**config.mk**
```make
export PLATFORM = sky130hd
export DESIGN_NAME = stopwatch_cu_flat
export DESIGN_NICKNAME = d
export VERILOG_FILES = /design/src/rtl/stopwatch_pkg.sv /design/src/rtl/stopwatch_cu_if.sv /design/src/rtl/stopwatch_cu_cmd_decoder.sv /design/src/rtl/stopwatch_cu.sv /design/src/flat_wrapper.sv
export SDC_FILE = /design/constraint.sdc
export NUM_CORES = 1
export LEC_CHECK = 0
export ABC_AREA = 1
export BUFFER_PORTS_ARGS = -buffer_cell sky130_fd_sc_hd__buf_2
export CAP_MARGIN = 20
export CORE_ASPECT_RATIO = 0.5
export CORE_UTILIZATION = 45
export DETAILED_ROUTE_END_ITERATION = 10
export PLACE_DENSITY = 0.72
export RECOVER_POWER = 50
export SYNTH_ARGS = -nofsm -noshare
export SYNTH_HDL_FRONTEND = slang
export SYNTH_SLANG_ARGS = --single-unit
```
**constraint.sdc**
```tcl
create_clock -name clk -period 1.9 [get_ports clk]
set_input_delay 0.285 -clock clk [delete_from_list [all_inputs] [get_ports clk]]
set_output_delay 0.285 -clock clk [all_outputs]
set_load 0.05 [all_outputs]
```
**src/rtl/stopwatch_pkg.sv**
```systemverilog
// Shared constants for the stopwatch: FSM state encodings, UART command bytes
// and the decoded command bundle.
package stopwatch_pkg;

  typedef enum logic [1:0] {
    ST_STOP  = 2'b00,
    ST_RUN   = 2'b01,
    ST_CLEAR = 2'b10
  } state_e;

  localparam logic [7:0] ASCII_RUN_UC  = 8'h52;  // 'R'
  localparam logic [7:0] ASCII_RUN_LC  = 8'h72;  // 'r'
  localparam logic [7:0] ASCII_CLR_UC  = 8'h43;  // 'C'
  localparam logic [7:0] ASCII_CLR_LC  = 8'h63;  // 'c'
  localparam logic [7:0] ASCII_VIEW_UC = 8'h4E;  // 'N'
  localparam logic [7:0] ASCII_VIEW_LC = 8'h6E;  // 'n'
  localparam logic [7:0] ASCII_SRC_UC  = 8'h4D;  // 'M'
  localparam logic [7:0] ASCII_SRC_LC  = 8'h6D;  // 'm'

  typedef struct packed {
    logic clr;
    logic run;
    logic view;
    logic src;
  } cmd_t;

endpackage

```
**src/rtl/stopwatch_cu_if.sv**
```systemverilog
// Button/UART command inputs and control outputs of the stopwatch control unit.
interface stopwatch_cu_if;
  logic       btn_run;
  logic       btn_clear;
  logic       btn_mode;
  logic [7:0] rx_data;
  logic       rx_done;
  logic       o_run;
  logic       o_clear;
  logic       o_disp_sel;
  logic       o_src_sel;
  logic [1:0] o_state;

  modport master (
    output btn_run, btn_clear, btn_mode, rx_data, rx_done,
    input  o_run, o_clear, o_disp_sel, o_src_sel, o_state
  );

  modport slave (
    input  btn_run, btn_clear, btn_mode, rx_data, rx_done,
    output o_run, o_clear, o_disp_sel, o_src_sel, o_state
  );
endinterface

```
**src/rtl/stopwatch_cu_cmd_decoder.sv**
```systemverilog
// Merges button pulses and UART bytes into at most one command per cycle,
// priority CLR > RUN_TGL > VIEW_TGL > SRC_TGL.
module cmd_decoder
  import stopwatch_pkg::*;
(
  input  logic       btn_run_i,
  input  logic       btn_clear_i,
  input  logic       btn_mode_i,
  input  logic [7:0] rx_data_i,
  input  logic       rx_done_i,
  output cmd_t       cmd_o
);

  logic raw_run, raw_clr, raw_view, raw_src;

  assign raw_run  = btn_run_i   | (rx_done_i & ((rx_data_i == ASCII_RUN_UC)  | (rx_data_i == ASCII_RUN_LC)));
  assign raw_clr  = btn_clear_i | (rx_done_i & ((rx_data_i == ASCII_CLR_UC)  | (rx_data_i == ASCII_CLR_LC)));
  assign raw_view = btn_mode_i  | (rx_done_i & ((rx_data_i == ASCII_VIEW_UC) | (rx_data_i == ASCII_VIEW_LC)));
  assign raw_src  = rx_done_i & ((rx_data_i == ASCII_SRC_UC) | (rx_data_i == ASCII_SRC_LC));

  always_comb begin
    cmd_o = '0;
    if (raw_clr)       cmd_o.clr  = 1'b1;
    else if (raw_run)  cmd_o.run  = 1'b1;
    else if (raw_view) cmd_o.view = 1'b1;
    else if (raw_src)  cmd_o.src  = 1'b1;
  end

endmodule

```
**src/rtl/stopwatch_cu.sv**
```systemverilog
// Stopwatch control unit: STOP/RUN/CLEAR FSM, view/source toggles and a
// post-command lockout window that drops (never queues) further commands.
module stopwatch_cu
  import stopwatch_pkg::*;
#(
  parameter int CMD_GAP = 100_000
) (
  input  logic          clk,
  input  logic          reset,
  stopwatch_cu_if.slave bus
);

  // A one-bit counter is kept for CMD_GAP=1; it is only ever loaded with 0.
  localparam int              GAP_W    = (CMD_GAP > 1) ? $clog2(CMD_GAP) : 1;
  localparam logic [GAP_W-1:0] GAP_LOAD = GAP_W'(CMD_GAP - 1);

  cmd_t             cmd;
  logic             accept;
  logic [GAP_W-1:0] gap_q, gap_d;
  state_e           state_q;
  logic             run_q, clear_q, disp_q, src_q;

  cmd_decoder u_cmd_decoder (
    .btn_run_i   (bus.btn_run),
    .btn_clear_i (bus.btn_clear),
    .btn_mode_i  (bus.btn_mode),
    .rx_data_i   (bus.rx_data),
    .rx_done_i   (bus.rx_done),
    .cmd_o       (cmd)
  );

  assign accept = (gap_q == '0) && (cmd != '0);

  always_comb begin
    gap_d = gap_q;
    if (accept)
      gap_d = GAP_LOAD;
    else if (gap_q != '0)
      gap_d = gap_q - GAP_W'(1);
  end

  always_ff @(posedge clk or posedge reset) begin
    if (reset) begin
      state_q <= ST_STOP;
      run_q   <= 1'b0;
      clear_q <= 1'b0;
      disp_q  <= 1'b0;
      src_q   <= 1'b0;
      gap_q   <= '0;
    end else begin
      gap_q   <= gap_d;
      clear_q <= 1'b0;
      if (accept && cmd.view) disp_q <= ~disp_q;
      if (accept && cmd.src)  src_q  <= ~src_q;
      case (state_q)
        ST_STOP: begin
          run_q <= 1'b0;
          if (accept && cmd.clr) begin
            state_q <= ST_CLEAR;
            clear_q <= 1'b1;
          end else if (accept && cmd.run) begin
            state_q <= ST_RUN;
            run_q   <= 1'b1;
          end
        end
        ST_RUN: begin
          run_q <= 1'b1;
          if (accept && cmd.run) begin
            state_q <= ST_STOP;
            run_q   <= 1'b0;
          end
        end
        ST_CLEAR: begin
          state_q <= ST_STOP;
          run_q   <= 1'b0;
        end
        default: begin
          state_q <= ST_STOP;
          run_q   <= 1'b0;
        end
      endcase
    end
  end

  assign bus.o_run      = run_q;
  assign bus.o_clear    = clear_q;
  assign bus.o_disp_sel = disp_q;
  assign bus.o_src_sel  = src_q;
  assign bus.o_state    = state_q;

endmodule

```
**src/flat_wrapper.sv**
```systemverilog
// flat-port wrapper written by rule: the top's interface ports become plain ports
module stopwatch_cu_flat import stopwatch_pkg::*;
#(
  parameter int CMD_GAP = 100_000
)
  (clk, reset, bus_btn_run, bus_btn_clear, bus_btn_mode, bus_rx_data, bus_rx_done, bus_o_run, bus_o_clear, bus_o_disp_sel, bus_o_src_sel, bus_o_state);
  stopwatch_cu_if bus_i ();
  input  logic clk;
  input  logic reset;
  input wire logic [$bits(bus_i.btn_run)-1:0] bus_btn_run;
  input wire logic [$bits(bus_i.btn_clear)-1:0] bus_btn_clear;
  input wire logic [$bits(bus_i.btn_mode)-1:0] bus_btn_mode;
  input wire logic [$bits(bus_i.rx_data)-1:0] bus_rx_data;
  input wire logic [$bits(bus_i.rx_done)-1:0] bus_rx_done;
  output wire logic [$bits(bus_i.o_run)-1:0] bus_o_run;
  output wire logic [$bits(bus_i.o_clear)-1:0] bus_o_clear;
  output wire logic [$bits(bus_i.o_disp_sel)-1:0] bus_o_disp_sel;
  output wire logic [$bits(bus_i.o_src_sel)-1:0] bus_o_src_sel;
  output wire logic [$bits(bus_i.o_state)-1:0] bus_o_state;
  assign bus_i.btn_run = bus_btn_run;
  assign bus_i.btn_clear = bus_btn_clear;
  assign bus_i.btn_mode = bus_btn_mode;
  assign bus_i.rx_data = bus_rx_data;
  assign bus_i.rx_done = bus_rx_done;
  assign bus_o_run = bus_i.o_run;
  assign bus_o_clear = bus_i.o_clear;
  assign bus_o_disp_sel = bus_i.o_disp_sel;
  assign bus_o_src_sel = bus_i.o_src_sel;
  assign bus_o_state = bus_i.o_state;
  stopwatch_cu #(.CMD_GAP(CMD_GAP)) u_core (.clk(clk), .reset(reset), .bus(bus_i));
endmodule
```
Yosys cells after proc, flatten, opt, wreduce, memory -nomap -nowiden
Cells that the tools add are included.

Div/mod/pow operators: 0. Multiplexer cells: 19. Shift operators: 0. Multipliers: 0. Reduce and logical (&&, ||, !) cells: 11. $lt $le $gt $ge: 0. Add/subtract/negate cells: 1. Equality and inequality tests: 11. Bitwise operators: 13.

Operators with widths (count): 8-bit by 7-bit equality test with 1-bit output (second input constant) (8); 17-bit two-way mux (2); 17-bit zero test (1); 17-bit nonzero test (1); 17-bit by 1-bit subtractor with 17-bit output (second input constant) (1); 1-bit two-way mux (10); 2-bit two-way mux (4); 1-bit bitwise OR (7); 1-bit logical AND (5); 1-bit bitwise AND (4); 2-bit case mux with 2 select lines (1); 4-bit nonzero test (1); 3-bit two-way mux (1); 3-bit by 1-bit inequality test with 1-bit output (second input constant) (1); 2-bit by 1-bit equality test with 1-bit output (second input constant) (1); 2-bit zero test (1); 2-bit by 1-bit inequality test with 1-bit output (second input constant) (1); 1-bit NOT (2); 1-bit case mux with 2 select lines (1); 2-bit AND reduction (1); 2-bit nonzero test (1).

Bits in writable memories: 0. Bits in latches: 0. Register bits: 23. Memories kept: 0. Logic and storage cells: 61. Output and inout port bits: 6. Input port bits: 14. Bits in read-only memories: 0.

Depth between registers and ports, before layout
Word-level depth: 13. Mapped depth: 11. Gate-level depth less buffers: 11.

Cells and area by module
A second synthesis with hierarchy kept.

Cells, all modules: 194. Area, all modules: 1483.9 sq um.

Modules (own cells, without submodules): stopwatch_cu (area an instance 1336.3 sq um, times used 1, cells each 161, sequential area each 575.6 sq um); cmd_decoder (area an instance 147.6 sq um, times used 1, cells each 33, sequential area each 0.0 sq um).

Worst setup path before layout
No wires, ideal clock.

Path kind: register to register. Start: reg u_core.gap_q[0]. End: reg u_core.src_q, in the netlist u_core.bus.o_src_sel. Stages on the path, launching flop included: 10. Library setup time: 113 ps. Path slack: 366 ps. Period minus slack after synthesis: 1534 ps. Data arrival time: 1421 ps. Cell sequence: dfrtp_1 -> inv_1 -> ha_1 -> nand3_4 -> nor2_4 -> nand3_4 -> nor2_2 -> nand3_1 -> nand2_1 -> inv_1.

Cells in the longest elaborated chain, start to end: 3.

RTL lines: start, declared (RTL line stopwatch_cu.sv:19) `logic [GAP_W-1:0] gap_q, gap_d;`; start signal, assigned (RTL line stopwatch_cu.sv:51) `gap_q <= gap_d;`; 17-bit zero test (RTL line stopwatch_cu.sv:32) `assign accept = (gap_q == '0) && (cmd != '0);`; 1-bit logical AND (RTL line stopwatch_cu.sv:32); 1-bit logical AND (RTL line stopwatch_cu.sv:54) `if (accept && cmd.src) src_q <= ~src_q;`; end signal, assigned (RTL line stopwatch_cu.sv:54); end, declared (RTL line stopwatch_cu.sv:21) `logic run_q, clear_q, disp_q, src_q;`.

No other way between the ends. A chain may end at the register's enable or synchronous reset.

Worst setup path in the final report
Start: reg u_core.gap_q[0]. End: reg u_core.gap_q[4].

Cells in the longest elaborated chain, start to end: 3.

RTL lines (RTL line): 17-bit by 1-bit subtractor with 17-bit output / 17-bit zero test (equally long branches) (stopwatch_cu.sv:39, stopwatch_cu.sv:32); 17-bit two-way mux / 1-bit logical AND (equally long branches) (stopwatch_cu.sv:38, stopwatch_cu.sv:32); 17-bit two-way mux / 2-bit nonzero test (equally long branches).

Several ways; a longest one is shown, not always the timed one. The select of a mux whose other input is x is not followed.

==> flow_metrics.env <==
export IMPL_hold_violations=0
export IMPL_slew_headroom_pct=19.0
export IMPL_drv_slew=0
export IMPL_dp_slack_ps=126
export IMPL_start_util_pct=47.6
export IMPL_synthSimpleGateAreaFrac_pct=39.3
export IMPL_synth_fa_ha_area_share_pct=0.868
export IMPL_layout_commonest_cell="nand2_1"
export IMPL_timing_final_ws_setup_ps=207
export IMPL_place_congestion=0.781
export IMPL_post_route_period_util_pct=89.1
export IMPL_synth_fp_nets=201
export IMPL_netlist_area_mm2=0.00144
export IMPL_drc_errors=0
export IMPL_cts_tree="yes"
export IMPL_drt_total_wl_um=2680
export IMPL_cp_top_family="simple AND/OR/NAND/NOR gates"
export IMPL_start_kind="register"
export IMPL_end_kind="register"
export IMPL_worst_slew_pin_slew_ps=1220
export IMPL_min_period_ps=1690
export IMPL_cts_root_buf="clkbuf_8"
export IMPL_port_buffers=18
export IMPL_ir_worst_vdd_mv=0.320
export IMPL_yosys_area_share_xor_xnor_pct=6.68
export IMPL_die_x_um=82.0
export IMPL_reg2reg_slack_ps=210
export IMPL_n_antenna_cell=0
export IMPL_maxCapViolations=0
export IMPL_muxShareOfSynthArea_pct=2.78
export IMPL_first_pass_iters=4
export IMPL_synth_compound_area_share_pct=2.26
export IMPL_insertion_delay_ps=270
export IMPL_rsz0062_at_grt="false"
export IMPL_min_path_cells=3
export IMPL_cts_buffers=3
export IMPL_wl_per_cell_um=10.7
export IMPL_clockBufferDepth=2
export IMPL_timing_critical_path_mode_cell="inv_1"
export IMPL_vias_per_cell=4.91
export IMPL_worstPathMaxFanout=6
export IMPL_cp_arrival_ps=1860
export IMPL_drt_iter0_markers=28
export IMPL_path_buf_inv=3
export IMPL_hp_class="in -> reg"
export IMPL_cts_num_sinks=23
export IMPL_syn_to_final_growth_pct=13.8
export IMPL_dp_hpwl_um=2100
export IMPL_slowest_delay_ps=430
export IMPL_finalSetupViolations=0
export IMPL_crit_required_ps=2070
export IMPL_synthDistinctLibCells=28
export IMPL_htree_num_levels=1
export IMPL_die_y_um=42.0
export IMPL_die_area_mm2=0.00345
export IMPL_grt_max_degree=24
export IMPL_yosysWarnings=0
export IMPL_final_cell_mix="nand2_1, nor2_1, inv_1"
export IMPL_critPathKind="reg -> reg"
export IMPL_p_leak_nw=0.872
export IMPL_fp_coreArea_mm2=0.00303
export IMPL_worstReg2RegEnd="u_core.gap_q[4]"
export IMPL_power_density_mw_per_mm2=670
export IMPL_status="finished clean"
export IMPL_grt_antenna_before_repair=0
export IMPL_grt_first_pass_wirelength_um=4630
export IMPL_startpoint="u_core.gap_q[0]"
export IMPL_synth_top_family_by_area="simple AND/OR/NAND/NOR gates"
export IMPL_vias=1227
export IMPL_slowest_stage="dfrtp_1"
export IMPL_setup_tns_ps=0
export IMPL_crit_cells=9
export IMPL_clk_transition_reported_paths_ps=80
export IMPL_final_layout_size_suffix_gt1_share_pct=20.5
export IMPL_nNetsFinal=226
export IMPL_r2r_start="u_core.gap_q[0]"
export IMPL_drtAntennaViolNets=0
export IMPL_grt_pass1_vias=1101
export IMPL_avgSynthCellArea_um2=7.75
export IMPL_rows=14
export IMPL_ys_ff_latch=23
export IMPL_crit_path_end="u_core.gap_q[4]"
export IMPL_fmaxAchievable_mhz=591
export IMPL_yosysSeqAreaShare_pct=39.9
export IMPL_cts_setup_buffers=0
export IMPL_timing_critical_path_cells="inv_1 -> ha_2 -> nand2_1 -> nor2_2 -> nand4_4 -> inv_2 -> nand2_2 -> nand3_1 -> inv_1"
export IMPL_fin_skew_ps=1.74
export IMPL_worst_r2r_path_depth=9
export IMPL_syn_instance_count=186
export IMPL_grt_total_usage_pct=18.1
export IMPL_grt_ovfl_total=0
export IMPL_design_portCount=20
-- cell type report --
type	count	area, um^2
fill	284	1390
inverter	30	118
clock inverter	1	7.51
clock buffer	3	41.3
timing repair buffer	20	97.6
tap	40	50.0
multi-input combinational	133	751
sequential	23	576
-- how the worst min path moves through the flow --
stage | from | end
2_1_floorplan | reset | u_core.bus.o_clear
5_1_grt | bus_btn_clear | u_core.bus.o_clear
3_3_place_gp | reset | u_core.gap_q[2]
3_5_place_dp | reset | u_core.gap_q[1]
4_1_cts | reset | u_core.gap_q[1]
6_report | bus_btn_clear | u_core.bus.o_clear
-- sequential cells by signal (all words and copies together), names as in the netlist --
register,count
u_core.gap_q,17
u_core.bus.o_run,1
u_core.bus.o_disp_sel,1
u_core.bus.o_state,2
u_core.bus.o_clear,1
u_core.bus.o_src_sel,1
-- cells by family after synthesis --
family / Yosys count
flip-flops: 23
AO/OA/AOI/OAI: 6
AND/OR/NAND/NOR: 111
XOR/XNOR: 11
multiplexers: 4
buffers and inverters: 30
adder cells (fa/ha/maj): 1
-- repair_timing --
| action | in CTS | in global routing |
|---|---|---|
| hold buffers | 0 | 0 |
| gates resized for setup | 0 | 1 |
| setup endpoints to repair | 0 | 2 |
-- synth_stat cells --
master	count	area, um^2
xnor2_1	3	26.3
nand3b_2	1	11.3
inv_1	27	101
clkinv_4	1	8.76
nand4_1	2	12.5
dfrtp_1	23	576
ha_1	1	12.5
o21ai_0	2	10.0
nand3_1	10	50.1
or2_2	1	6.26
inv_2	2	7.51
xor2_1	8	70.1
and2_1	2	12.5
mux2i_1	4	40.0
nand3_4	2	35.0
nand2_2	2	12.5
nor2_1	30	113
nand4_4	1	21.3
nand2_1	42	158
o21ai_1	2	10.0
nor2_2	6	37.5
o21bai_1	1	7.51
nand3b_1	2	15.0
nor2_4	3	33.8
a21oi_1	1	5.00
and2_4	1	8.76
nand3_2	2	20.0
nor3_1	4	20.0
-- worst min-delay path: stages --
cell and delay (ps):
buf_2 90, nor2_2 50, nor3_1 150
-- metal layers --
layer / part of all wire [%] / vias up / global-route usage (%)
met5: 0 / - / 0
met4: 0.71 / 0 / 3.86
met3: 5.4 / 4 / 5.43
met2: 47 / 34 / 30.2
met1: 47 / 564 / 23.1
li1: - / 625 / -
-- report_power, final --
group | internal, mW | total (mW) | switching (mW)
sequential | 0.535 | 0.591 | 0.0560
clock | 0.148 | 0.311 | 0.162
combinational | 0.0822 | 0.198 | 0.115
-- per-stage QoR --
step / instance area [um^2] / utilization, % / hold slack (ps) / total power [mW] / cells
detailed placement: 1600 / 52.7 / 350 / 0.799 / 246
floorplan: 1440 / - / 287 / 0.747 / 186
global placement: 1600 / 52.7 / 333 / 0.793 / 246
finish: 1640 / 54.1 / 361 / 1.10 / 250
CTS: 1650 / 54.3 / 56.6 / 1.11 / 250
global route: 1640 / 54.1 / 365 / 1.16 / 250
Power figures use the tool's default switching activity.
